<file path="src/rtl/fu_issue_scheduler_pkg.sv">
// Shared types for the FU issue scheduler: lane FSM encoding and perf counter width.
package rv32i_types;

    typedef enum logic [1:0] {
        LANE_IDLE,
        LANE_MUL_START,
        LANE_MUL_WAIT,
        LANE_DRAIN
    } fu_lane_state_t;

    localparam int FU_PERF_CNT_W = 32;

endpackage

</file>
<file path="src/rtl/rr_multi_picker.sv">
// Rotating multi-pick arbiter: selects up to `limit` set bits of req, scanning
// upward from ptr with wrap, and reports each pick in scan order.
module rr_multi_picker #(
    parameter int N  = 8,
    parameter int SS = 2,
    parameter int IW = $clog2(N),
    parameter int CW = $clog2(SS + 1)
) (
    input  logic [N-1:0]           req,
    input  logic [IW-1:0]          ptr,
    input  logic [CW-1:0]          limit,
    output logic [N-1:0]           grant,
    output logic [SS-1:0][IW-1:0]  pick_idx,
    output logic [SS-1:0]          pick_valid,
    output logic [IW-1:0]          last_idx
);

    logic [IW-1:0] idx;
    logic [CW-1:0] cnt;

    // N is a power of two, so the IW-bit add wraps the scan for free.
    always_comb begin
        grant      = '0;
        pick_idx   = '0;
        pick_valid = '0;
        last_idx   = ptr;
        idx        = '0;
        cnt        = '0;
        for (int i = 0; i < N; i++) begin
            idx = ptr + IW'(i);
            if (req[idx] && (cnt < limit)) begin
                grant[idx] = 1'b1;
                for (int k = 0; k < SS; k++) begin
                    if (cnt == CW'(k)) begin
                        pick_idx[k]   = idx;
                        pick_valid[k] = 1'b1;
                    end
                end
                last_idx = idx;
                cnt      = cnt + CW'(1);
            end
        end
    end

endmodule

</file>
<file path="src/rtl/fu_issue_scheduler.sv">
// Issue scheduler binding ready RS entries round-robin onto SS FU lanes.
// Optional perf counters enabled by FU_SCHED_PERF_CNT_EN.
module fu_issue_scheduler
    import rv32i_types::*;
#(
    parameter int SS      = 2,
    parameter int RS_SIZE = 8,
    parameter int IDX_W   = $clog2(RS_SIZE)
) (
    input  logic                  clk,
    input  logic                  rst,
    input  logic                  flush,
    input  logic [RS_SIZE-1:0]    req_valid,
    input  logic [RS_SIZE-1:0]    req_is_mul,
    output logic [RS_SIZE-1:0]    grant,
    output logic [SS-1:0]         lane_valid,
    output logic [SS*IDX_W-1:0]   lane_idx,
    output logic [SS-1:0]         lane_start,
    input  logic [SS-1:0]         mult_done,
    output logic [SS-1:0]         lane_wb,
    output logic [SS-1:0]         lane_busy
`ifdef FU_SCHED_PERF_CNT_EN
    ,output logic [FU_PERF_CNT_W-1:0] perf_issued
    ,output logic [FU_PERF_CNT_W-1:0] perf_mul_stall
`endif
);

    localparam int CW = $clog2(SS + 1);

    logic [IDX_W-1:0]          rr_ptr;
    logic [SS-1:0]             idle;
    logic [CW-1:0]             n_free;
    logic [CW-1:0]             limit;
    logic [CW-1:0]             rank;
    logic [SS-1:0][IDX_W-1:0]  pick_idx;
    logic [SS-1:0]             pick_valid;
    logic [IDX_W-1:0]          last_idx;
    logic [SS-1:0]             bind_valid;
    logic [SS-1:0][IDX_W-1:0]  bind_idx;

    always_comb begin
        n_free = '0;
        for (int l = 0; l < SS; l++) n_free = n_free + CW'(idle[l]);
        limit = (rst || flush) ? '0 : n_free;
    end

    rr_multi_picker #(.N(RS_SIZE), .SS(SS), .IW(IDX_W), .CW(CW)) u_picker (
        .req        (req_valid),
        .ptr        (rr_ptr),
        .limit      (limit),
        .grant      (grant),
        .pick_idx   (pick_idx),
        .pick_valid (pick_valid),
        .last_idx   (last_idx)
    );

    // k-th pick goes to the k-th idle lane in ascending lane order.
    always_comb begin
        rank       = '0;
        bind_valid = '0;
        bind_idx   = '0;
        for (int l = 0; l < SS; l++) begin
            if (idle[l]) begin
                for (int k = 0; k < SS; k++) begin
                    if (rank == CW'(k)) begin
                        bind_valid[l] = pick_valid[k];
                        bind_idx[l]   = pick_idx[k];
                    end
                end
                rank = rank + CW'(1);
            end
        end
    end

    always_ff @(posedge clk) begin
        if (rst || flush)  rr_ptr <= '0;
        else if (|grant)   rr_ptr <= last_idx + IDX_W'(1);
    end

    for (genvar g = 0; g < SS; g++) begin : g_lane
        fu_lane_state_t   st;
        logic             vld;
        logic             start;
        logic             wb;
        logic [IDX_W-1:0] idx;
        logic             bind_mul;

        assign bind_mul = req_is_mul[bind_idx[g]];

        always_ff @(posedge clk) begin
            if (rst) begin
                st    <= LANE_IDLE;
                vld   <= 1'b0;
                start <= 1'b0;
                wb    <= 1'b0;
                idx   <= '0;
            end else begin
                vld   <= 1'b0;
                start <= 1'b0;
                wb    <= 1'b0;
                if (flush) begin
                    // An in-flight multiply must still run to completion before reuse.
                    case (st)
                        LANE_MUL_START,
                        LANE_MUL_WAIT: st <= mult_done[g] ? LANE_IDLE : LANE_DRAIN;
                        LANE_DRAIN:    if (mult_done[g]) st <= LANE_IDLE;
                        default:       st <= LANE_IDLE;
                    endcase
                end else begin
                    case (st)
                        LANE_IDLE: begin
                            if (bind_valid[g]) begin
                                vld <= 1'b1;
                                idx <= bind_idx[g];
                                if (bind_mul) begin
                                    st    <= LANE_MUL_START;
                                    start <= 1'b1;
                                end else begin
                                    wb <= 1'b1;
                                end
                            end
                        end
                        LANE_MUL_START: begin
                            vld <= 1'b1;
                            st  <= LANE_MUL_WAIT;
                        end
                        LANE_MUL_WAIT: begin
                            vld <= 1'b1;
                            if (mult_done[g]) begin
                                wb <= 1'b1;
                                st <= LANE_IDLE;
                            end
                        end
                        LANE_DRAIN: if (mult_done[g]) st <= LANE_IDLE;
                        default:    st <= LANE_IDLE;
                    endcase
                end
            end
        end

        assign idle[g]                     = (st == LANE_IDLE);
        assign lane_busy[g]                = (st != LANE_IDLE);
        assign lane_valid[g]               = vld;
        assign lane_start[g]               = start;
        assign lane_wb[g]                  = wb;
        assign lane_idx[g*IDX_W +: IDX_W]  = idx;
    end

`ifdef FU_SCHED_PERF_CNT_EN
    logic [SS-1:0] mul_blocked;

    for (genvar g = 0; g < SS; g++) begin : g_blk
        assign mul_blocked[g] = (g_lane[g].st == LANE_MUL_WAIT) || (g_lane[g].st == LANE_DRAIN);
    end

    always_ff @(posedge clk) begin
        if (rst) begin
            perf_issued    <= '0;
            perf_mul_stall <= '0;
        end else begin
            perf_issued <= perf_issued + FU_PERF_CNT_W'($countones(grant));
            if ((|req_valid) && (grant == '0) && (|mul_blocked))
                perf_mul_stall <= perf_mul_stall + FU_PERF_CNT_W'(1);
        end
    end
`endif

endmodule

</file>
<file path="config.mk">
export PLATFORM = sky130hd
export DESIGN_NAME = fu_issue_scheduler
export DESIGN_NICKNAME = d
export VERILOG_FILES = /design/src/rtl/fu_issue_scheduler_pkg.sv /design/src/rtl/rr_multi_picker.sv /design/src/rtl/fu_issue_scheduler.sv
export SDC_FILE = /design/constraint.sdc
export NUM_CORES = 1
export LEC_CHECK = 0
export BUFFER_PORTS_ARGS = -buffer_cell sky130_fd_sc_hd__clkbuf_2
export CORE_MARGIN = 3
export CORE_UTILIZATION = 60
export DETAILED_ROUTE_END_ITERATION = 16
export PLACE_DENSITY_LB_ADDON = 0.3
export SETUP_SLACK_MARGIN = 0.1
export SLEW_MARGIN = 20
export SYNTH_ARGS = -nofsm -noshare
export SYNTH_HDL_FRONTEND = slang
export SYNTH_SLANG_ARGS = --single-unit
</file>
<file path="constraint.sdc">
create_clock -name clk -period 33.5 [get_ports clk]
set_input_delay 6.7 -clock clk [delete_from_list [all_inputs] [get_ports clk]]
set_output_delay 6.7 -clock clk [all_outputs]
set_load 0.02 [all_outputs]
</file>
==> results of run 1 <==
## layout make-up
type	instances	area [sq um]	share of cell area
multi-input combinational	441	3364	0.7930
sequential	19	380.4	0.08965
timing repair buffer	46	240.2	0.05662
inverter	31	116.4	0.02743
tap	77	96.34	0.02271
clock buffer	4	45.04	0.01062
## worst register-to-register path: cells and delay by family (launching register included)
family          cells  cell delay, ns
compound gates     17            5.60
flops               1            0.31
buf+inv             3            0.79
mux                 5            2.29
fa+ha+maj           7            2.28
simple gates       12            3.29
## metrics by stage
step	utilization	area, sq um
floorplan	-	4001
global placement	0.6524	4190
detailed placement	0.6524	4190
CTS	0.6595	4235
global route	0.6606	4243
finish	0.6606	4243
## worst max-delay path by stage
stage	start	to	slack [ns]	cells after the start
global route	rst	grant[2]	8.00	39
finish	rst	grant[2]	8.91	39
global placement	rst	grant[1]	9.84	39
CTS	rst	grant[2]	9.28	39
detailed placement	rst	grant[2]	9.36	39
floorplan	flush	grant[1]	10.83	41
## layout by cell type (no fill, tap or decap), types with 9 or more instances in the layout
master,synthesis,routed
mux4_2,9,9
o21ai_0,29,29
mux2i_1,34,34
mux2_2,17,17
dfxtp_1,19,19
nor3_1,14,14
inv_1,29,29
clkbuf_2,0,42
ha_1,32,32
o211ai_1,10,10
a21oi_1,31,31
nand3_1,9,9
nand2_1,45,45
nor2_1,55,55
## state kept, by name (all words and copies together) (netlist names)
| signal | cells |
|---|---|
| g_lane.vld | 2 |
| g_lane.wb | 2 |
| g_lane.idx | 6 |
| g_lane.start | 2 |
| rr_ptr | 3 |
| g_lane.st | 4 |
## routing by layer
metal | vias to the layer above | part of all wire | track usage
met4 | 0 | 0.012 | 0.05579
met3 | 16 | 0.080 | 0.03575
met2 | 209 | 0.46 | 0.5151
met5 | - | 0 | 0
li1 | 2049 | - | -
met1 | 2046 | 0.45 | 0.4652
## cell families (layout without fill, tap and decap cells)
kind of cell,Yosys count,count (layout),share of synthesized area
simple gates,164,164,0.1979
xor+xnor,8,8,0.01939
mux,65,65,0.2017
compound gates,172,172,0.3199
fa+ha+maj,32,32,0.1001
flops,19,19,0.09506
buf+inv,59,81,0.06598
==> flow_metrics.tcl, run 1 <==
set metrics [dict create \
    status "finished, final reports clean" \
    holdBufCountCts 0 \
    synth_area_leaders "ha_1 10%, dfxtp_1 9.5%, mux2i_1 8.5%" \
    instances_no_fill 618 \
    setup_violations 0 \
    io_buffers 42 \
    antenna_found_initial 0 \
    drive_gt1_frac 0.1941 \
    synth_flop_cell "dfxtp_1" \
    critical-path-top-delay-family "compound AO/OA/AOI/OAI gates" \
    hold_viol_final 0 \
    ys_warn_count 0 \
    post-cts-setup-buffers 0 \
    grt.total_usage 0.3201 \
    r2r_start "rr_ptr[0]" \
    synth_area_leader_cell "ha_1" \
    die_area_sq_mm 0.007685 \
    synth.most_common_cell "nor2_1" \
    rsz0062_at_grt "no" \
    ctsResizeCount 0 \
    netlist_instances 519 \
    regToRegEndpoint "g_lane[0].st[0]" \
    hpwl_mm 9.552 \
    timing.hold.ws_ns 0.5144 \
    maxCapViolations 0 \
    seq_area_frac_synth 0.09506 \
    critPathLaunchType "input port" \
    tightest_slew_ns 0.9174 \
    netlist_area_sq_mm 0.004001 \
    cts_sinks 19 \
    row_count 29 \
    fin_crit_sh 0.7339 \
    hp-class "reg2reg" \
    detail_route.vias_per_cell 6.990 \
    h-tree-depth 1 \
    path_max_fanout 20 \
    worstHoldStart "g_lane[0].idx[2]" \
    path_buf_inv 3 \
    rrSetupSlack_ns 18.88 \
    drv_slew 0 \
    async_reset_ff_frac 0 \
    drtIter0Drc 434 \
    vias 4320 \
    cts_made_buffers 3 \
    path_clk_slew_ns 0.06 \
    drtAntennaViolNets 0 \
    grt_max_degree 27 \
    synth-edff-count 0 \
    avgSynthCellArea_sq_um 7.710 \
    die_w_um 87.67 \
    drt-total-wl_mm 12.30 \
    slowest_stage "o41ai_1" \
    maxSlewHeadroom 0.3857 \
    ys_ff_latch 19 \
    drtPass1Iterations 7 \
    clkLatencyLatePin_ns 0.26 \
    worst_path_largest_cell_delay_ns 0.67 \
    crit_path_frequent_cell "ha_1" \
    cts.root.buffer_cell "clkbuf_8" \
    remaining_drc_errors 0 \
    setup_ws_ns 8.915 \
    post_drt_wl_per_cell_um 19.90 \
    fin_skew_ns 0.005928 \
    synth_top_area_frac 0.1001 \
    endpoint_kind "output port" \
    grt_pass1_vias 3958 \
    grt_pass1_wl_mm 19.66 \
    post-place-ws_ns 9.359 \
    worstSetupPathType "in2out" \
    r2r.worst_path.cells 44 \
    grt_overflow_total 0 \
    ys_types 81 \
    cts_buffer_depth 2 \
    fin_setup_tns_ns 0 \
    start_util 0.6230 \
    crit_arrival_ns 17.89 \
    fmax_mhz 40.67 \
    ios 43 \
    post-route-min-period_ns 24.59 \
    worstHoldEndpoint "g_lane[0].idx[2]" \
    coreArea_sq_mm 0.006422 \
    required_ns 26.80 \
    fill_cells 592 \
    place_congestion 1.114 \
    synth_common_cells "55 x nor2_1, 45 x nand2_1, 34 x mux2i_1" \
    syn_to_final_growth_pct 6.035 \
    syn_nets 572 \
    cts_tree "built" \
    die_h_um 87.67 \
    num_antenna_cells 0 \
    hold_depth 2 \
    nets 595 \
    dp.cells 614 \
]
Power of run 1 is left out: the tool's default activity adds up to more than one toggle a clock period on the data nets, which glitch-free logic cannot reach.
==> run 2, diff against run 1 <==
--- a/config.mk
+++ b/config.mk
@@ -5,6 +5,7 @@
 export SDC_FILE = /design/constraint.sdc
 export NUM_CORES = 1
 export LEC_CHECK = 0
+export ABC_AREA = 1
 export BUFFER_PORTS_ARGS = -buffer_cell sky130_fd_sc_hd__clkbuf_2
 export CORE_MARGIN = 3
 export CORE_UTILIZATION = 60
==> constraint.sdc (replaced) <==
create_clock -name clk -period 22.7 [get_ports clk]
set_input_delay 4.54 -clock clk [delete_from_list [all_inputs] [get_ports clk]]
set_output_delay 4.54 -clock clk [all_outputs]
set_load 0.02 [all_outputs]
==> run 2 against run 1 <==
Net effect:
- core utilization grew 1.4 points
- non-clock buffer count shrank 3
- synthesized cell count grew 24%
- area after synthesis shrank 8.7%
- global-route usage shrank 0.52 points
- count of clock-buffer cells in the layout shrank 1
- via count grew 5.4%
- register-to-register slack lost 7.2 ns
- final cell count grew 19%
- wire length shrank 8.6%
==> flow_metrics.tcl, run 2 <==
set metrics [dict create \
    netlist_area_sq_mm 0.003652 \
    synth_fa_ha_area_frac 0.1096 \
    num_antenna_cells 0 \
    syn_to_final_growth_pct 5.481 \
    synth_area_leaders "nand2_1 21%, ha_1 11%, dfxtp_1 10%" \
    worstSetupPathType "in2out" \
    synth_top_area_frac 0.2076 \
    start_util 0.6397 \
    place_congestion 0.9801 \
    die_w_um 84.02 \
    rsz0062_at_grt "no" \
    hpwl_mm 8.473 \
    worst_path_largest_cell_delay_ns 0.46 \
    die_area_sq_mm 0.007059 \
    maxSlewHeadroom 0.4884 \
    ys_ff_latch 19 \
    grt.total_usage 0.3149 \
    critPathLaunchType "input port" \
    h-tree-depth 1 \
    drtIter0Drc 517 \
    synth.most_common_cell "nand2_1" \
    setup_ws_ns 5.377 \
    io_buffers 42 \
    multi_input_area_sq_mm 0.002809 \
    fin_crit_sh 0.7631 \
    syn_nets 696 \
    ios 43 \
    synth_flop_cell "dfxtp_1" \
    fmax_mhz 57.73 \
    crit_path_frequent_cell "nand2_1" \
    path_clk_slew_ns 0.07 \
    synthSimpleGateAreaFrac 0.4203 \
    synth_compound_area_frac 0.2316 \
    final_cell_mix "202 x nand2_1, 65 x inv_1, 53 x nor2_1" \
    endpoint_kind "output port" \
    hp-class "reg2reg" \
    cts.root.buffer_cell "clkbuf_8" \
    cts_tree "built" \
    cts_buffer_depth 2 \
    drv_slew 0 \
    holdBufCountCts 0 \
    slowest_stage "a211oi_1" \
    vias 4555 \
    async_reset_ff_frac 0 \
    synth_mux_area_frac 0.002741 \
    drive_gt1_frac 0.1340 \
    post-cts-setup-buffers 0 \
    detail_route.vias_per_cell 6.189 \
    ys_warn_count 0 \
    seqCellArea_sq_um 380.4 \
    grt_max_degree 32 \
    path_max_fanout 19 \
    die_h_um 84.02 \
    synth_area_leader_cell "nand2_1" \
    drt-total-wl_mm 11.24 \
    layout_commonest_cell "nand2_1" \
    ys_types 45 \
    required_ns 18.16 \
    clkLatencyLatePin_ns 0.25 \
    ctsResizeCount 0 \
    nets 718 \
    remaining_drc_errors 0 \
    grt_overflow_total 0 \
    fin_setup_tns_ns 0 \
    netlist_instances 643 \
    coreArea_sq_mm 0.005709 \
    critical-path-top-delay-family "simple AND/OR/NAND/NOR gates" \
    fill_cells 520 \
    drtPass1Iterations 10 \
    setup_violations 0 \
    maxCapViolations 0 \
    post-place-ws_ns 5.567 \
    status "finished, final reports clean" \
    fin_skew_ns 0.002435 \
    largestRegisters "g_lane.idx: 6 flops, g_lane.st: 4 flops, rr_ptr: 3 flops" \
    cts_made_buffers 3 \
    regMostFlops "g_lane.idx" \
    cts_sinks 19 \
    hold_viol_final 0 \
    largest_register_ff_count 6 \
    synth_common_cells "202 x nand2_1, 65 x inv_1, 53 x nor2_1" \
    synth_top_family_by_area "simple AND/OR/NAND/NOR gates" \
    post_drt_wl_per_cell_um 15.28 \
    tightest_slew_ns 0.7674 \
    antenna_found_initial 0 \
    row_count 27 \
    grt_pass1_wl_mm 18.86 \
    synth-edff-count 0 \
    path_buf_inv 10 \
    grt_pass1_vias 4106 \
    crit_arrival_ns 12.78 \
    seq_area_frac_synth 0.1041 \
    post-route-min-period_ns 17.32 \
    avgSynthCellArea_sq_um 5.680 \
    synth-xor-area-share 0.004796 \
    drtAntennaViolNets 0 \
]
## run 2: cell types whose count changed in the layout (fill, tap and decap cells not counted), moves of 16 or more
cell / before / now
inv_1: 29 / 65
mux2_2: 17 / 0
mux2i_1: 34 / 1
nand2_1: 45 / 202
nand2_2: 0 / 16
nand3_1: 9 / 43
## run 2: worst register-to-register path: cells and delay by family (launching register included)
kind,cells,cell delay [ns]
AO/OA/AOI/OAI,11,2.59
adder cells (fa/ha/maj),7,2.20
buffers and inverters,7,1.43
flip-flops,1,0.75
AND/OR/NAND/NOR,27,3.98
## run 2: logic make-up (layout without fill, tap and decap cells)
| group | after synthesis | after routing |
|---|---|---|
| muxes | 1 | 1 |
| buffers and inverters | 107 | 128 |
| and+or+nand+nor | 352 | 352 |
| xor gates and xnor gates | 2 | 2 |
| DFF | 19 | 19 |
| AOI/OAI and AO/OA | 130 | 130 |
| adders and majority gates | 32 | 32 |
## run 2: layout make-up
class | instances | share of cell area
sequential | 19 | 0.09873
clock buffer | 3 | 0.01072
tap | 72 | 0.02338
multi-input combinational | 517 | 0.7291
clock inverter | 1 | 0.001299
timing repair buffer | 43 | 0.05651
inverter | 81 | 0.08022
## run 2: per-layer routing
layer	global-route usage	part of all wire
met5	0	0
met2	0.4770	0.43
met1	0.4471	0.44
met4	0.1126	0.026
met3	0.04837	0.11
## run 2: path summary, 6_finish.rpt
check	end	slack [ns]	cells after the start	startpoint
setup / recovery	grant[0]	5.38	45	flush
hold reg to reg	g_lane[0].idx[1]	0.55	2	g_lane[0].idx[1]
setup reg to reg	g_lane[0].st[1]	11.64	52	rr_ptr[1]
hold / removal	g_lane[0].idx[1]	0.55	2	g_lane[0].idx[1]
## run 2: metrics by stage
stage / util / area, sq um / hold slack (ns) / instances
2_1_floorplan: - / 3652 / 0.5059 / 643
3_3_place_gp: 0.6667 / 3806 / 0.5220 / 732
3_5_place_dp: 0.6667 / 3806 / 0.5333 / 732
4_1_cts: 0.6748 / 3852 / 0.5530 / 736
5_1_grt: 0.6748 / 3852 / 0.5727 / 736
6_report: 0.6748 / 3852 / 0.5516 / 736
Power of run 2 is left out for the same reason.
==> run 3, diff against run 2 <==
==> constraint.sdc (replaced) <==
create_clock -name clk -period 16.56 [get_ports clk]
set_input_delay 3.312 -clock clk [delete_from_list [all_inputs] [get_ports clk]]
set_output_delay 3.312 -clock clk [all_outputs]
set_load 0.02 [all_outputs]
==> run 3 against run 2 <==
Net effect:
- cell area stayed put
- clock skew up 0.0014 ns
- worst hold slack lost 0.0020 ns
- via count down 0.88%
- largest cell class unchanged
- first-iteration DRC count unchanged
==> flow_metrics.tcl, run 3 (same netlist as run 2, synthesis figures left out) <==
set metrics [dict create \
    maxSlewHeadroom 0.4401 \
    maxCapViolations 0 \
    place_congestion 1.011 \
    drtPass1Iterations 7 \
    setup_violations 0 \
    die_w_um 84.02 \
    cts.root.buffer_cell "clkbuf_8" \
    fin_crit_sh 0.8929 \
    ctsResizeCount 0 \
    drtAntennaViolNets 0 \
    drtIter0Drc 517 \
    drv_slew 0 \
    antenna_found_initial 0 \
    dp.cells 732 \
    setup_ws_ns 1.773 \
    row_count 27 \
    fin_setup_tns_ns 0 \
    die_h_um 84.02 \
    grt_overflow_total 0 \
    tightest_slew_ns 0.8398 \
    cts_made_buffers 3 \
    holdBufCountCts 0 \
    grt_pass1_vias 4115 \
    drive_gt1_frac 0.1340 \
    cts_sinks 19 \
    drt-total-wl_mm 11.71 \
    final_cell_mix "202 x nand2_1, 65 x inv_1, 53 x nor2_1" \
    timing.hold.ws_ns 0.5496 \
    worstSetupPathType "in2out" \
    largestRegisters "g_lane.idx: 6 flops, g_lane.st: 4 flops, rr_ptr: 3 flops" \
    regMostFlops "g_lane.idx" \
    post-place-ws_ns 2.013 \
    layout_commonest_cell "nand2_1" \
    num_antenna_cells 0 \
    hpwl_mm 8.726 \
    instances_no_fill 736 \
    grt_pass1_wl_mm 19.56 \
    critPathLaunchType "input port" \
    ios 43 \
    slowest_stage "a211oi_1" \
    grt.total_usage 0.3276 \
    crit_arrival_ns 11.47 \
    endpoint_kind "output port" \
    h-tree-depth 1 \
    hp-class "reg2reg" \
    nets 718 \
    multi_input_area_sq_mm 0.002809 \
    grt_max_degree 32 \
    detail_route.vias_per_cell 6.135 \
    hold_viol_final 0 \
    rsz0062_at_grt "no" \
    post-route-min-period_ns 14.79 \
    path_clk_slew_ns 0.07 \
    status "finished, final reports clean" \
    io_buffers 42 \
    path_max_fanout 19 \
    largest_register_ff_count 6 \
    start_util 0.6397 \
    vias 4515 \
    remaining_drc_errors 0 \
    required_ns 13.25 \
    seqCellArea_sq_um 380.4 \
    syn_to_final_growth_pct 5.481 \
    post_drt_wl_per_cell_um 15.90 \
    worst_path_largest_cell_delay_ns 0.46 \
    fin_skew_ns 0.003812 \
    die_area_sq_mm 0.007059 \
    cts_buffer_depth 2 \
    coreArea_sq_mm 0.005709 \
    clkLatencyLatePin_ns 0.26 \
    post-cts-setup-buffers 0 \
    fmax_mhz 67.63 \
    crit_path_frequent_cell "nand2_1" \
    fill_cells 556 \
    cts_tree "built" \
]
-- run 3: metrics by stage --
step                instance area [sq um]  utilization
finish                               3852       0.6748
global placement                     3806       0.6667
floorplan                            3652            -
detailed placement                   3806       0.6667
CTS                                  3852       0.6748
global route                         3852       0.6748
-- run 3: area by class of cell --
cell class,count,share of cell area
timing repair buffer,43,0.05651
sequential,19,0.09873
inverter,81,0.08022
tap,72,0.02338
multi-input combinational,517,0.7291
clock inverter,1,0.001299
clock buffer,3,0.01072
-- run 3: layer usage --
layer / up-vias / global-route usage / share of wire
met5: - / 0 / 0
met4: 0 / 0.1228 / 0.029
met2: 291 / 0.5079 / 0.44
met3: 45 / 0.03949 / 0.10
met1: 1998 / 0.4601 / 0.43
li1: 2181 / - / -
-- run 3: critical path: cells and delay by family --
family	cells	cell delay, ns
AND/OR/NAND/NOR	21	3.49
AO/OA/AOI/OAI	8	1.95
buffers and inverters	10	1.42
adder cells (fa/ha/maj)	6	1.27
-- run 3: worst paths after layout --
check | from | end | slack, ns | cells after the start
worst max-delay path | flush | grant[0] | 1.77 | 45
worst min-delay path | g_lane[1].idx[0] | g_lane[1].idx[0] | 0.55 | 2
worst min register to register | g_lane[1].idx[0] | g_lane[1].idx[0] | 0.55 | 2
worst max register to register | rr_ptr[1] | g_lane[0].st[0] | 5.39 | 52
Power of run 3 is left out for the same reason.
